$ cat src/rtl/gat_pkg.sv
// Shared widths, FSM state encoding and word types for the sparse-row MAC datapath.
package gat_pkg;
   localparam int DATA_WIDTH    = 8;
   localparam int NUM_OF_COLS   = 5;
   localparam int COL_IDX_WIDTH = $clog2(NUM_OF_COLS);
   localparam int ROW_LEN_WIDTH = $clog2(NUM_OF_COLS);
   localparam int ACC_WIDTH     = 2*DATA_WIDTH + $clog2(NUM_OF_COLS);

   typedef enum logic [1:0] {IDLE, MAC, DONE} state_e;

   typedef logic signed [DATA_WIDTH-1:0]    value_t;
   typedef logic        [COL_IDX_WIDTH-1:0] col_idx_t;
   typedef logic signed [ACC_WIDTH-1:0]     acc_t;
endpackage

$ cat src/rtl/spmv_row_mac_mac_unit.sv
// Signed multiply-accumulate: clr_i zeroes the accumulator, en_i adds a_i*b_i.
// acc_nxt_o exposes the sum including the current product so the caller can latch it.
module mac_unit
   import gat_pkg::*;
(
   input  logic   clk,
   input  logic   rst_n,
   input  logic   clr_i,
   input  logic   en_i,
   input  value_t a_i,
   input  value_t b_i,
   output acc_t   acc_nxt_o
);
   logic signed [2*DATA_WIDTH-1:0] prod;
   acc_t                           acc_q;

   assign prod      = a_i * b_i;
   assign acc_nxt_o = acc_q + {{(ACC_WIDTH-2*DATA_WIDTH){prod[2*DATA_WIDTH-1]}}, prod};

   always_ff @(posedge clk) begin
      if (!rst_n)     acc_q <= '0;
      else if (clr_i) acc_q <= '0;
      else if (en_i)  acc_q <= acc_nxt_o;
   end
endmodule

$ cat src/rtl/spmv_row_mac.sv
// Dot product of one CSR row with a dense weight vector, one nonzero per cycle; result
// valid len_eff+1 cycles after accept, held until res_ready_i. SPMV_RELU_EN clamps negatives to 0.
module spmv_row_mac
   import gat_pkg::*;
(
   input  logic                                 clk,
   input  logic                                 rst_n,
   input  logic                                 row_valid_i,
   output logic                                 row_ready_o,
   input  logic [COL_IDX_WIDTH*NUM_OF_COLS-1:0] row_col_idx_i,
   input  logic [DATA_WIDTH*NUM_OF_COLS-1:0]    row_value_i,
   input  logic [ROW_LEN_WIDTH-1:0]             row_len_i,
   input  logic                                 row_flag_i,
   input  logic [DATA_WIDTH*NUM_OF_COLS-1:0]    weight_i,
   output logic                                 res_valid_o,
   input  logic                                 res_ready_i,
   output logic [ACC_WIDTH-1:0]                 res_data_o,
   output logic                                 res_flag_o,
   output logic                                 busy_o
);
   state_e                   state_q, state_d;
   logic [ROW_LEN_WIDTH-1:0] k_q, k_d;
   logic [ROW_LEN_WIDTH-1:0] len_q, len_in;
   acc_t                     res_q, res_d;
   logic                     flag_q, flag_d;
   logic                     cap, clr, en;

   value_t   val_q [NUM_OF_COLS];
   value_t   wgt_q [NUM_OF_COLS];
   col_idx_t col_q [NUM_OF_COLS];

   value_t   op_a, op_b;
   col_idx_t cur_col;
   acc_t     acc_nxt, acc_fin;

   assign len_in = (row_len_i > ROW_LEN_WIDTH'(NUM_OF_COLS)) ? ROW_LEN_WIDTH'(NUM_OF_COLS) : row_len_i;

   // Element 0 lives in the most significant slice of each flat input bus.
   always_ff @(posedge clk) begin
      if (cap) begin
         len_q <= len_in;
         for (int i = 0; i < NUM_OF_COLS; i++) begin
            val_q[i] <= row_value_i[(NUM_OF_COLS-1-i)*DATA_WIDTH +: DATA_WIDTH];
            wgt_q[i] <= weight_i[(NUM_OF_COLS-1-i)*DATA_WIDTH +: DATA_WIDTH];
            col_q[i] <= row_col_idx_i[(NUM_OF_COLS-1-i)*COL_IDX_WIDTH +: COL_IDX_WIDTH];
         end
      end
   end

   assign cur_col = col_q[k_q];
   assign op_a    = val_q[k_q];
   assign op_b    = (cur_col < COL_IDX_WIDTH'(NUM_OF_COLS)) ? wgt_q[cur_col] : '0;

   mac_unit u_mac (
      .clk       (clk),
      .rst_n     (rst_n),
      .clr_i     (clr),
      .en_i      (en),
      .a_i       (op_a),
      .b_i       (op_b),
      .acc_nxt_o (acc_nxt)
   );

`ifdef SPMV_RELU_EN
   assign acc_fin = acc_nxt[ACC_WIDTH-1] ? '0 : acc_nxt;
`else
   assign acc_fin = acc_nxt;
`endif

   always_comb begin
      state_d = state_q;
      k_d     = k_q;
      res_d   = res_q;
      flag_d  = flag_q;
      cap     = 1'b0;
      clr     = 1'b0;
      en      = 1'b0;
      unique case (state_q)
         IDLE: begin
            if (row_valid_i) begin
               cap     = 1'b1;
               clr     = 1'b1;
               k_d     = '0;
               flag_d  = row_flag_i;
               if (len_in == '0) begin
                  res_d   = '0;
                  state_d = DONE;
               end else begin
                  state_d = MAC;
               end
            end
         end
         MAC: begin
            en  = 1'b1;
            k_d = k_q + ROW_LEN_WIDTH'(1);
            if (k_q == len_q - ROW_LEN_WIDTH'(1)) begin
               res_d   = acc_fin;
               state_d = DONE;
            end
         end
         DONE: begin
            if (res_ready_i) state_d = IDLE;
         end
         default: state_d = IDLE;
      endcase
   end

   always_ff @(posedge clk) begin
      if (!rst_n) begin
         state_q <= IDLE;
         k_q     <= '0;
         res_q   <= '0;
         flag_q  <= 1'b0;
      end else begin
         state_q <= state_d;
         k_q     <= k_d;
         res_q   <= res_d;
         flag_q  <= flag_d;
      end
   end

   assign row_ready_o = (state_q == IDLE);
   assign res_valid_o = (state_q == DONE);
   assign busy_o      = (state_q != IDLE);
   assign res_data_o  = res_q;
   assign res_flag_o  = flag_q;
endmodule
$ cat config.mk
export PLATFORM = sky130hd
export DESIGN_NAME = spmv_row_mac
export DESIGN_NICKNAME = d
export VERILOG_FILES = /design/src/rtl/gat_pkg.sv /design/src/rtl/spmv_row_mac_mac_unit.sv /design/src/rtl/spmv_row_mac.sv
export SDC_FILE = /design/constraint.sdc
export NUM_CORES = 1
export LEC_CHECK = 0
export BUFFER_PORTS_ARGS = -buffer_cell sky130_fd_sc_hd__buf_2
export CORE_MARGIN = 3
export CORE_UTILIZATION = 40
export DETAILED_ROUTE_END_ITERATION = 10
export PLACE_DENSITY_LB_ADDON = 0.12
export SYNTH_ARGS = -nofsm -noshare
export SYNTH_HDL_FRONTEND = slang
export SYNTH_SLANG_ARGS = --single-unit
$ cat constraint.sdc
create_clock -name clk -period 16.4 [get_ports clk]
set_input_delay 1.64 -clock clk [delete_from_list [all_inputs] [get_ports clk]]
set_output_delay 1.64 -clock clk [all_outputs]
set_load 0.03 [all_outputs]
==> flow_metrics.env <==
export IMPL_outcome="finished, final reports clean"
export IMPL_antenna_found_initial=0
export IMPL_synth_enable_flop_cells=98
export IMPL_syn_inst=767
export IMPL_rrSetupSlack_ns=7.64
export IMPL_drive_gt1_frac=0.200
export IMPL_hp_start="res_data_o[11]$_SDFFE_PN0P_"
export IMPL_start_util=0.414
export IMPL_hold_path_end="res_data_o[11]$_SDFFE_PN0P_"
export IMPL_crit_required_ns=16.75
export IMPL_gp_congestion=0.821
export IMPL_fin_crit_sh=0.534
export IMPL_irDropWorstVdd_v=0.000143
export IMPL_vias_per_cell=4.99
export IMPL_maxCapViolations=0
export IMPL_die_w_um=155
export IMPL_clkTransAtPathRegs_ns=0.07
export IMPL_power_leakage_nw=4.52
export IMPL_drtAntennaViolNets=0
export IMPL_path_max_fanout=11
export IMPL_io_pin_count=126
export IMPL_synth_cell_types=60
export IMPL_finalMaxSlewViolations=0
export IMPL_grt_pass1_vias=6070
export IMPL_fin_crit_ns=8.76
export IMPL_layout_setup_ws_ns=7.64
export IMPL_die_height_um=155
export IMPL_clk_path_buf_depth=2
export IMPL_crit_path_end_kind="flop"
export IMPL_whs_ns=0.456
export IMPL_first_iter_violations=228
export IMPL_crit_type="flop to flop"
export IMPL_port_buffers=125
export IMPL_worstHoldPathType="flop to flop"
export IMPL_vias=5910
export IMPL_postCtsSetupBuffers=0
export IMPL_fmax_mhz=114
export IMPL_min_path_cells=2
export IMPL_fin_skew_ns=0.0120
export IMPL_fp_row_count=53
export IMPL_yosysTopAreaCell="edfxtp_1"
export IMPL_cts_root_buf="clkbuf_16"
export IMPL_track_usage=0.161
export IMPL_pre_cts_ws_ns=7.49
export IMPL_reg2reg_depth=26
export IMPL_core_area_um2=21400
export IMPL_worstReg2RegEnd="u_mac.acc_q[18]$_SDFFE_PP0P_"
export IMPL_numCtsBuffers=17
export IMPL_setup_viol=0
export IMPL_routed_wl_um=18400
export IMPL_diodes=0
export IMPL_dr_pass1_iters=4
export IMPL_cts_tree="done"
export IMPL_cts_resized=0
export IMPL_ctsHoldBuffers=0
export IMPL_nets=1105
export IMPL_grt_pass1_wl_um=31100
export IMPL_stdcell_count=1184
export IMPL_power_density_nw_per_um2=230
export IMPL_clock_sinks=145
export IMPL_overflow=0
export IMPL_hpwl_um=14200
export IMPL_area_delta_synth_final_pct=17.4
export IMPL_startpoint_type="flop"
export IMPL_wl_per_cell_um=15.5
export IMPL_dpl_cell_count=1152
export IMPL_max_slew_margin=0.458
export IMPL_rsz0062_at_grt="false"
export IMPL_worst_pin_slew_ns=0.790
export IMPL_fillCellCount=1970
export IMPL_final_cell_mix="125 x buf_2, 98 x inv_1, 98 x edfxtp_1"
export IMPL_ys_seq_elements=145
export IMPL_clk_latency_ns=0.43
export IMPL_async_flop_share=0
export IMPL_netlist_area_um2=8870
export IMPL_synth_top_area_share=0.332
export IMPL_cp_arrival_ns=9.11
export IMPL_hold_violations=0
export IMPL_h_tree_depth=4
export IMPL_synthFlopType="edfxtp_1"
export IMPL_grt_max_degree=54
export IMPL_ys_warnings_count=0
export IMPL_fin_tns_setup_ns=0
export IMPL_yosys_top_cells_area="edfxtp_1 33%, fa_1 13%, dfxtp_1 11%"
export IMPL_layout_commonest_cell="buf_2"
export IMPL_drc=0
export IMPL_die_area_um2=24000
export IMPL_syn_nets=976
export IMPL_synth_seq_area_share=0.438
export IMPL_syn_area_per_cell_um2=11.6
Yosys cell counts, drive strengths merged, types with 8 or more instances:
cell type  instances
o21ai             16
xor2               9
xnor2             19
ha                50
mux2i             16
fa                56
nor3              12
a21boi             9
a21oi             29
or2               14
nand2             55
clkbuf            15
dfxtp             47
inv               99
nor2b             15
mux4              19
a22oi              8
nor2              74
a21o              13
nand3             13
edfxtp            98
flip-flops by register name, summed over array words and instances, names as in the netlist, named ones only:
signal       flops
u_mac.acc_q     19
state_q          2
wgt_q           40
col_q           15
res_flag_o       1
len_q            3
res_data_o      19
k_q              3
val_q           40
worst max path at each step:
stage,to,cells past startpoint
finish,u_mac.acc_q[18]$_SDFFE_PP0P_,26
global route,u_mac.acc_q[18]$_SDFFE_PP0P_,27
CTS,u_mac.acc_q[18]$_SDFFE_PP0P_,26
detailed placement,u_mac.acc_q[18]$_SDFFE_PP0P_,26
global placement,u_mac.acc_q[18]$_SDFFE_PP0P_,27
floorplan,u_mac.acc_q[18]$_SDFFE_PP0P_,27
where the power goes:
group | leakage (nW) | switching, mW | internal, mW | total, mW
sequential | 1.32 | 0.0148 | 0.430 | 0.445
clock | 0.297 | 0.167 | 0.244 | 0.411
combinational | 2.91 | 0.918 | 0.617 | 1.54
routing by layer:
layer	routed length, um	global-route usage	vias to the layer above
li1	-	-	2935
met1	8860	0.231	2828
met4	260	0.0450	0
met3	742	0.0328	16
met2	8530	0.250	131
met5	0	0	-
logic make-up (layout without fill, tap and decap cells):
kind of cell | after synthesis | after routing | synth area share
compound gates | 117 | 117 | 0.0905
xor+xnor | 29 | 29 | 0.0303
fa+ha+maj | 106 | 106 | 0.197
buf+inv | 119 | 261 | 0.0519
flops | 145 | 145 | 0.438
mux | 36 | 36 | 0.0794
simple gates | 215 | 215 | 0.113
stage by stage:
stage	power [mW]	utilization	area, um^2
floorplan	1.65	-	8870
global placement	1.99	0.457	9790
detailed placement	2.00	0.457	9790
CTS	2.42	0.486	10400
global route	2.64	0.486	10400
finish	2.39	0.486	10400
area by class of cell:
| cell class | count | area [um^2] | share of cell area |
|---|---|---|---|
| multi-input cells | 503 | 4530 | 0.435 |
| flip-flops and latches | 145 | 3880 | 0.373 |
| repair buffers | 130 | 663 | 0.0637 |
| clock buffers | 17 | 425 | 0.0409 |
| inverters | 99 | 373 | 0.0358 |
| well taps | 275 | 344 | 0.0330 |
| clock inverters | 15 | 195 | 0.0187 |
critical path: stages, from the launching register on:
cell and delay [ns]:
dfxtp_1 0.78, mux4_2 0.61, mux2i_4 0.42, mux4_1 0.61, a22oi_1 0.50, or2_2 0.23, fa_1 0.55, fa_1 0.58
inv_1 0.05, fa_1 0.53, inv_1 0.05, fa_1 0.53, inv_1 0.04, ha_1 0.33, a21o_1 0.19, a21o_1 0.17
a41oi_1 0.23, a21oi_1 0.12, xnor2_1 0.52, ha_1 0.37, a21oi_1 0.25, o211ai_1 0.13, a31oi_1 0.18, o31ai_1 0.12
mux2i_1 0.16, xnor2_1 0.16, a211oi_1 0.24
Note: power is estimated with default switching activity, not from simulation.
